==> config.mk <==
export PLATFORM = sky130hd
export DESIGN_NAME = decode_stage
export DESIGN_NICKNAME = d
export VERILOG_FILES = /design/src/rtl/decode_stage_pkg.sv /design/src/rtl/decode_stage_reg_file.sv /design/src/rtl/decode_stage.sv
export SDC_FILE = /design/constraint.sdc
export NUM_CORES = 1
export LEC_CHECK = 0
export ABC_AREA = 1
export CORE_AREA = 2 2 180 112
export DETAILED_ROUTE_END_ITERATION = 6
export DIE_AREA = 0 0 182 114
export PLACE_DENSITY_LB_ADDON = 0.25
export SLEW_MARGIN = 25
export SYNTH_ARGS = -nofsm -noshare
export SYNTH_HDL_FRONTEND = slang
export SYNTH_SLANG_ARGS = --single-unit
==> constraint.sdc <==
create_clock -name clk -period 5.11 [get_ports clk]
set_input_delay 0.511 -clock clk [delete_from_list [all_inputs] [get_ports clk]]
set_output_delay 0.511 -clock clk [all_outputs]
set_load 0.05 [all_outputs]
==> src/rtl/decode_stage_pkg.sv <==
// Shared constants for the decode stage: operand widths, register count,
// special opcodes and the fixed instruction field layout.
package decode_stage_pkg;

  localparam int DATA_W  = 16;
  localparam int NREG    = 8;
  localparam int AW      = 3;
  localparam int INSTR_W = 16;
  localparam int COP_W   = 4;
  localparam int IMM_W   = 9;

  // Opcode whose B operand is the 9-bit immediate (A source is rd)
  localparam logic [COP_W-1:0] IMM_COP = 4'b0011;
  // Opcode treated as a bubble: never writes a register
  localparam logic [COP_W-1:0] NOP_COP = 4'b1111;

  // Instruction field positions (LSB of each field)
  localparam int COP_LSB = 12;
  localparam int RD_LSB  = 9;
  localparam int RA_LSB  = 6;
  localparam int RB_LSB  = 3;
  localparam int IMM_LSB = 0;

  function automatic logic [COP_W-1:0] f_cop(input logic [INSTR_W-1:0] instr);
    return instr[COP_LSB +: COP_W];
  endfunction

  function automatic logic [AW-1:0] f_rd(input logic [INSTR_W-1:0] instr);
    return instr[RD_LSB +: AW];
  endfunction

  function automatic logic [AW-1:0] f_ra(input logic [INSTR_W-1:0] instr);
    return instr[RA_LSB +: AW];
  endfunction

  function automatic logic [AW-1:0] f_rb(input logic [INSTR_W-1:0] instr);
    return instr[RB_LSB +: AW];
  endfunction

  function automatic logic [IMM_W-1:0] f_imm(input logic [INSTR_W-1:0] instr);
    return instr[IMM_LSB +: IMM_W];
  endfunction

endpackage

==> src/rtl/decode_stage_reg_file.sv <==
// 8x16 architectural register file: one write port, two combinational read
// ports, asynchronous clear of every entry.
module decode_stage_reg_file
  import decode_stage_pkg::*;
(
  input  logic              clk,
  input  logic              rst,
  input  logic              we,
  input  logic [AW-1:0]     waddr,
  input  logic [DATA_W-1:0] wdata,
  input  logic [AW-1:0]     raddr_a,
  input  logic [AW-1:0]     raddr_b,
  output logic [DATA_W-1:0] rdata_a,
  output logic [DATA_W-1:0] rdata_b
);

  // All entries flattened into one bus so each entry can live in its own
  // generate scope without sharing an array between processes.
  logic [NREG*DATA_W-1:0] entries;

  genvar gi;
  generate
    for (gi = 0; gi < NREG; gi++) begin : g_entry
      logic [DATA_W-1:0] entry_q;
      logic [DATA_W-1:0] entry_d;

      // Next value: take the writeback data when this entry is addressed
      always_comb begin
        entry_d = entry_q;
        if (we && (waddr == AW'(gi))) begin
          entry_d = wdata;
        end
      end

      // Entry storage, cleared asynchronously
      always_ff @(posedge clk or posedge rst) begin
        if (rst) begin
          entry_q <= '0;
        end else begin
          entry_q <= entry_d;
        end
      end

      assign entries[gi*DATA_W +: DATA_W] = entry_q;
    end
  endgenerate

  assign rdata_a = entries[int'(raddr_a)*DATA_W +: DATA_W];
  assign rdata_b = entries[int'(raddr_b)*DATA_W +: DATA_W];

endmodule

==> src/rtl/decode_stage.sv <==
// Decode stage: latches one instruction per enabled cycle, decodes it, reads
// the register file and forwards from the ALU stage and the writeback port.
module decode_stage
  import decode_stage_pkg::*;
(
  input  logic              clk,
  input  logic              reset,
  input  logic              enable_decode,
  input  logic [15:0]       instruction,
  input  logic              instr_valid,
  input  logic              wb_we,
  input  logic [2:0]        wb_addr,
  input  logic [15:0]       wb_data,
  input  logic              alu_we,
  input  logic [2:0]        alu_dest,
  input  logic [15:0]       alu_result,
  output logic [15:0]       regA,
  output logic [15:0]       regB,
  output logic [3:0]        cop,
  output logic [2:0]        destReg_addr,
  output logic              we,
  output logic [8:0]        inmediate
);

  logic [INSTR_W-1:0] ir_q;
  logic [INSTR_W-1:0] ir_d;
  logic               valid_q;
  logic               valid_d;

  logic [AW-1:0]      src_a;
  logic [AW-1:0]      src_b;
  logic [DATA_W-1:0]  rf_a;
  logic [DATA_W-1:0]  rf_b;

  // Operand source priority: ALU stage result, then same-cycle writeback,
  // then the stored register value. r0 is an ordinary register here.
  function automatic logic [DATA_W-1:0] pick_operand(
    input logic [AW-1:0]     src,
    input logic              f_alu_we,
    input logic [AW-1:0]     f_alu_dest,
    input logic [DATA_W-1:0] f_alu_result,
    input logic              f_wb_we,
    input logic [AW-1:0]     f_wb_addr,
    input logic [DATA_W-1:0] f_wb_data,
    input logic [DATA_W-1:0] f_rf
  );
    if (f_alu_we && (f_alu_dest == src)) begin
      return f_alu_result;
    end else if (f_wb_we && (f_wb_addr == src)) begin
      return f_wb_data;
    end else begin
      return f_rf;
    end
  endfunction

  // Instruction register next state: load when the stage is enabled
  always_comb begin
    ir_d    = ir_q;
    valid_d = valid_q;
    if (enable_decode) begin
      ir_d    = instruction;
      valid_d = instr_valid;
    end
  end

  // Instruction register; reset leaves a NOP encoding with valid cleared
  always_ff @(posedge clk or posedge reset) begin
    if (reset) begin
      ir_q    <= {NOP_COP, {(INSTR_W-COP_W){1'b0}}};
      valid_q <= 1'b0;
    end else begin
      ir_q    <= ir_d;
      valid_q <= valid_d;
    end
  end

  // Field decode; an invalid slot is presented to the ALU as a NOP
  always_comb begin
    cop          = valid_q ? f_cop(ir_q) : NOP_COP;
    destReg_addr = f_rd(ir_q);
    inmediate    = f_imm(ir_q);
    we           = valid_q && (cop != NOP_COP);
    // The immediate form operates in place on rd, so A comes from rd
    src_a        = (cop == IMM_COP) ? f_rd(ir_q) : f_ra(ir_q);
    src_b        = f_rb(ir_q);
  end

  decode_stage_reg_file u_reg_file (
    .clk     (clk),
    .rst     (reset),
    .we      (wb_we),
    .waddr   (wb_addr),
    .wdata   (wb_data),
    .raddr_a (src_a),
    .raddr_b (src_b),
    .rdata_a (rf_a),
    .rdata_b (rf_b)
  );

  // Operand bypass; B is produced for the immediate form too and the ALU
  // stage simply ignores it
  always_comb begin
    regA = pick_operand(src_a, alu_we, alu_dest, alu_result,
                        wb_we, wb_addr, wb_data, rf_a);
    regB = pick_operand(src_b, alu_we, alu_dest, alu_result,
                        wb_we, wb_addr, wb_data, rf_b);
  end

endmodule

---- Word-level counts from Yosys, hierarchy flattened ----
Cells that the tools add are included.
cells by class
  equality and inequality tests ........... 13
  shifts and indexed selects .............. 2
  reduce and logical (&&, ||, !) cells .... 14
  mux-type cells .......................... 6
operator list
  operator                                                               number
  128-bit by 8-bit variable part select with 16-bit output               2
  16-bit two-way mux                                                     4
  1-bit logical AND                                                      13
  3-bit equality test                                                    4
  3-bit equality test, second input constant                             4
  3-bit by 2-bit equality test with 1-bit output, second input constant  2
  4-bit by 2-bit equality test with 1-bit output, second input constant  1
  4-bit two-way mux                                                      1
  4-bit != test, second input constant                                   1
  3-bit by 1-bit equality test with 1-bit output, second input constant  1
  3-bit zero test                                                        1
  3-bit two-way mux                                                      1
storage, ports and cells
  bits in registers ....................... 145
  output and inout bits ................... 49
  logic and storage cells ................. 45

---- Longest topological paths before layout ----
Gate-level depths: netlist of run 1.
  depth in word-level cells ............... 7
  depth in mapped cells ................... 16
  depth with buffers taken out ............ 14

---- Modules after synthesis ----
Synthesis of run 1 repeated with hierarchy kept, for this count alone.
unflattened totals
  cells, all modules ...................... 1,493
  area total of the unflattened synthesis .. 9,517.9 µm²
by module, submodules not included
  module                 instances  area an instance (µm²)  cells an instance  sequential area each (µm²)
  decode_stage_reg_file  1          7,493.4                 1,166              3,203.1
  decode_stage           1          2,024.4                 327                430.4

---- Worst setup path after synthesis of run 1 ----
No wires, ideal clock.
  path type ............................... register to output
  from .................................... register valid_q
  to ...................................... output regA[15]
  arrival time ............................ 2.503 ns
  stages on the path, launching flop included .. 15
  buffers on the path ..................... 2
  slack ................................... 2.096 ns
  cell sequence ........................... dfrtp_1 nand2_2 nor2_8 nand2_4 nand2_4 nand2_2 buf_6 nand2_2 nand2_1 nor2_1 nand2_2 buf_6 nand2_1 inv_1 a21oi_1
on the way
  longest elaborated chain between the ends .. 7
  elaborated cells on any way between the ends .. 10
  classes of those cells .................. eq/ne (3); shift (1); mux (4); reduce/logical (2)
RTL lines
  item                                                                                              line                text
  start: declaration                                                                                decode_stage.sv:27  logic valid_q;
  start signal: assignment                                                                          decode_stage.sv:73  valid_q <= valid_d;
  4-bit two-way mux *                                                                               decode_stage.sv:79  cop = valid_q ? f_cop(ir_q) : NOP_COP;
  named net cop[2]                                                                                  decode_stage.sv:19  output logic [3:0] cop,
  4-bit by 2-bit equality test with 1-bit output *                                                  decode_stage.sv:84  src_a = (cop == IMM_COP) ? f_rd(ir_q) : f_ra(ir_q);
  3-bit two-way mux *                                                                               decode_stage.sv:84
  branches (longest 3 deep; another with 128-bit by 8-bit variable part select with 16-bit output)  --
  16-bit two-way mux *                                                                              decode_stage.sv:47  if (f_alu_we && (f_alu_dest == src)) begin
  end: declaration                                                                                  decode_stage.sv:17  output logic [15:0] regA,
Mark *: on every way through the listed nets, which the timed path passes.

---- Final worst setup path of run 1 ----
  from .................................... register ir_q[12]
  to ...................................... output regA[12]
on the way
  longest elaborated chain between the ends .. 7
  elaborated cells on any way between the ends .. 10
  classes of those cells .................. eq/ne (3); shift (1); mux (4); reduce/logical (2)
RTL lines
  item                                                                                              line                text
  start: declaration                                                                                decode_stage.sv:25  logic [INSTR_W-1:0] ir_q;
  start signal: assignment                                                                          decode_stage.sv:69  ir_q <= {NOP_COP, {(INSTR_W-COP_W){1'b0}}};
  start signal: assignment                                                                          decode_stage.sv:72  ir_q <= ir_d;
  4-bit two-way mux *                                                                               decode_stage.sv:79
  4-bit by 2-bit equality test with 1-bit output *                                                  decode_stage.sv:84
  3-bit two-way mux *                                                                               decode_stage.sv:84
  branches (longest 3 deep; another with 128-bit by 8-bit variable part select with 16-bit output)  --
  16-bit two-way mux *                                                                              decode_stage.sv:47
Mark *: on every way between the ends.

==> results.md, run 1 <==
- CP Launch Type: flip-flop
- Pin count of the biggest net entering global routing: 68
- H-tree depth: 4
- Max Freq: 220 MHz
- Commonest non-fill, non-tap cells in the layout: nand2_1 (314), o21ai_0 (197), nand3_1 (177)
- Kind of critical path: reg -> out
- Worst-Margin Slew: 1.03 ns
- CP Max Fanout: 41
- Final core occ: 0.542
- Slew HR: 0.312
- Area after DPL: 9890 sq um
- Synthesized Nets: 1320
- Syn avg cell area: 6.99 sq um
- Drt pass-1 iters: 6
- Die Y: 114 microns
- Total track usage: 0.298
- Worst vdd ir: 0.268 mV
- Clk root buf: clkbuf_16
- DRT Wirelength: 30.1 mm
- Lkg Pwr: 4.91 nW
- Mapped Cells: 1260
- Fin crit share: 0.890
- Synth cell types: 32
- Vias in the first global route: 8356
- Seq/Total Area, Yosys: 0.413
- Critical path arrival: 4.04 ns
- Drc violations: 0
- Post-CTS Setup Inserts: 0
- Number of I/O pins: 109
- Layout area overhead: 18.9%
- Number of diodes: 0
- First-pass GRT wire length: 47.5 mm
- Final GP Congestion: 0.923
- DRT iter0 DRCs: 1256
- Clock Skew: 0 ns
- Setup violations, final: 0
- Required time worst endpoint: 4.60 ns
- CTS tree: built
- Hold Vio Cnt, Final: 0
- Clk_lat worst skew: 0.43 ns
- Port buffer count: 108
- Mapped cell area: 8800 sq um
- Die area: 20700 sq um
- Post-Layout Inst Area: 10500 sq um
- Post-layout min period: 4.55 ns
- Cts hold-fix bufs: 0
- PD cells: 407 nW/um^2
- Commonest non-fill, non-tap cell in the layout: nand2_1
- Share of post-route cells with drive strength above 1: 0.0674
- Setup TNS: 0 ns
- Max-cap violations: 0
- RSZ-0062 raised after global routing: no
- Seq cells post-synth: 145
- Post-DP HPWL: 18.6 mm
- Grt total ovfl: 0
- Crit. End Element: output pin
- Final slew viol count: 0
- Clk sinks: 145
- Row count: 40
- CTS resizes: 0
- Vias/cell: 5.78
- Initial antenna violation count: 0
- Post-route ant nets: 0
- Longest Clk Path Bufs: 2
- Routed via count: 9095
- Die span in x: 182 microns
- CORE AREA: 19300 sq um
- Clk pin slew, worst setup/hold paths: 0.06 ns
- Initial Utilization: 0.456
- Layout Nets: 1370
- Warnings, synthesis: 0
- Wire length per cell: 19.1 microns
- Status: finished clean
- Worst min-delay path class: reg -> reg
- Num CTS Buffers: 17
[routing by layer]
metal,vias to the layer above,wire (microns),global-route usage,share of wire
li1,4236,-,-,-
met5,-,0,0,0
met1,4177,13400,0.448,0.45
met4,0,714,0.0973,0.024
met3,62,3830,0.0575,0.13
met2,620,12100,0.432,0.40
[worst max-delay path: stages, from the launching register on]
cell and delay [ns]:
dfstp_2 0.53, a21o_1 0.29, nand3_2 0.47, nand2_2 0.38, buf_4 0.48, nand2_1 0.13
nand3_1 0.10, nand3_1 0.20, nand3_1 0.22, a21oi_2 0.07, clkdlybuf4s50_1 0.69
[cells by family (layout without fill, tap and decap cells)]
group	after synthesis	count (layout)	synth area share
and+or+nand+nor	576	576	0.283
muxes	5	5	0.00639
DFF	145	145	0.413
buffers and inverters	226	287	0.110
xor gates and xnor gates	2	2	0.00199
AOI/OAI and AO/OA	306	306	0.186
[layout make-up]
cell class / instances / area [sq um]
clock buffer: 22 / 474
clock inverter: 8 / 105
fill: 1845 / 8850
inverter: 128 / 485
multi-input combinational: 889 / 4220
sequential: 145 / 3630
tap: 252 / 315
timing repair buffer: 129 / 1240
[worst paths after layout]
path | startpoint | end | slack, ns | cells after the start
min reg2reg | u_reg_file.g_entry[4].entry_q[11] | u_reg_file.g_entry[4].entry_q[11] | 0.48 | 2
max in group asynchronous | reset | ir_q[3] | 3.56 | 3
max | ir_q[12] | regA[12] | 0.56 | 10
max reg2reg | ir_q[3] | ir_q[3] | 3.10 | 3
min | u_reg_file.g_entry[4].entry_q[11] | u_reg_file.g_entry[4].entry_q[11] | 0.48 | 2
min in group asynchronous | reset | u_reg_file.g_entry[2].entry_q[0] | 0.55 | 2
[report_power, final]
group          internal [mW]  total [mW]  leakage, nW  switching [mW]
Sequential              1.36        1.53         1.79           0.173
Clock                  0.753        1.26        0.275           0.507
Combinational          0.497        1.48         2.85           0.979
[synthesized netlist by cell type (all sizes together)]
cell / n / area (sq um)
nand2: 329 / 1290
o21ai: 197 / 986
nand3: 179 / 906
dfrtp: 141 / 3530
inv: 128 / 480
nor2: 67 / 285
a21oi: 64 / 339
clkbuf: 63 / 236
buf: 35 / 254
o22ai: 23 / 144
a31oi: 7 / 43.8
a221oi: 5 / 43.8
mux2: 5 / 56.3
dfstp: 4 / 105
o211ai: 4 / 30.0
o221ai: 4 / 35.0
a21o: 1 / 7.51
nor3: 1 / 5.00
o2111ai: 1 / 8.76
xnor2: 1 / 8.76
xor2: 1 / 8.76
[stage by stage]
step           worst slack, ns  total power [mW]  hold WS, ns  instances
4_1_cts                  0.633              4.25        0.487       1573
3_5_place_dp              1.06              2.99        0.472       1543
6_report                 0.560              4.27        0.484       1573
3_3_place_gp              1.10              2.97        0.467       1543
2_1_floorplan            0.711              2.53        0.453       1260
5_1_grt                  0.340              4.49        0.500       1573
[sequential cells by signal, summed over array words and instances, names as in the netlist]
name and flops:
ir_q 16, u_reg_file.g_entry.entry_q 128, valid_q 1
(Power assumes the default switching activity.)
==> inputs of run 2 (changes only) <==
CAP_MARGIN = 20   (was default)
==> results of run 2 <==
Same layout as run 1: the final DEF is identical, and so are final timing and power.
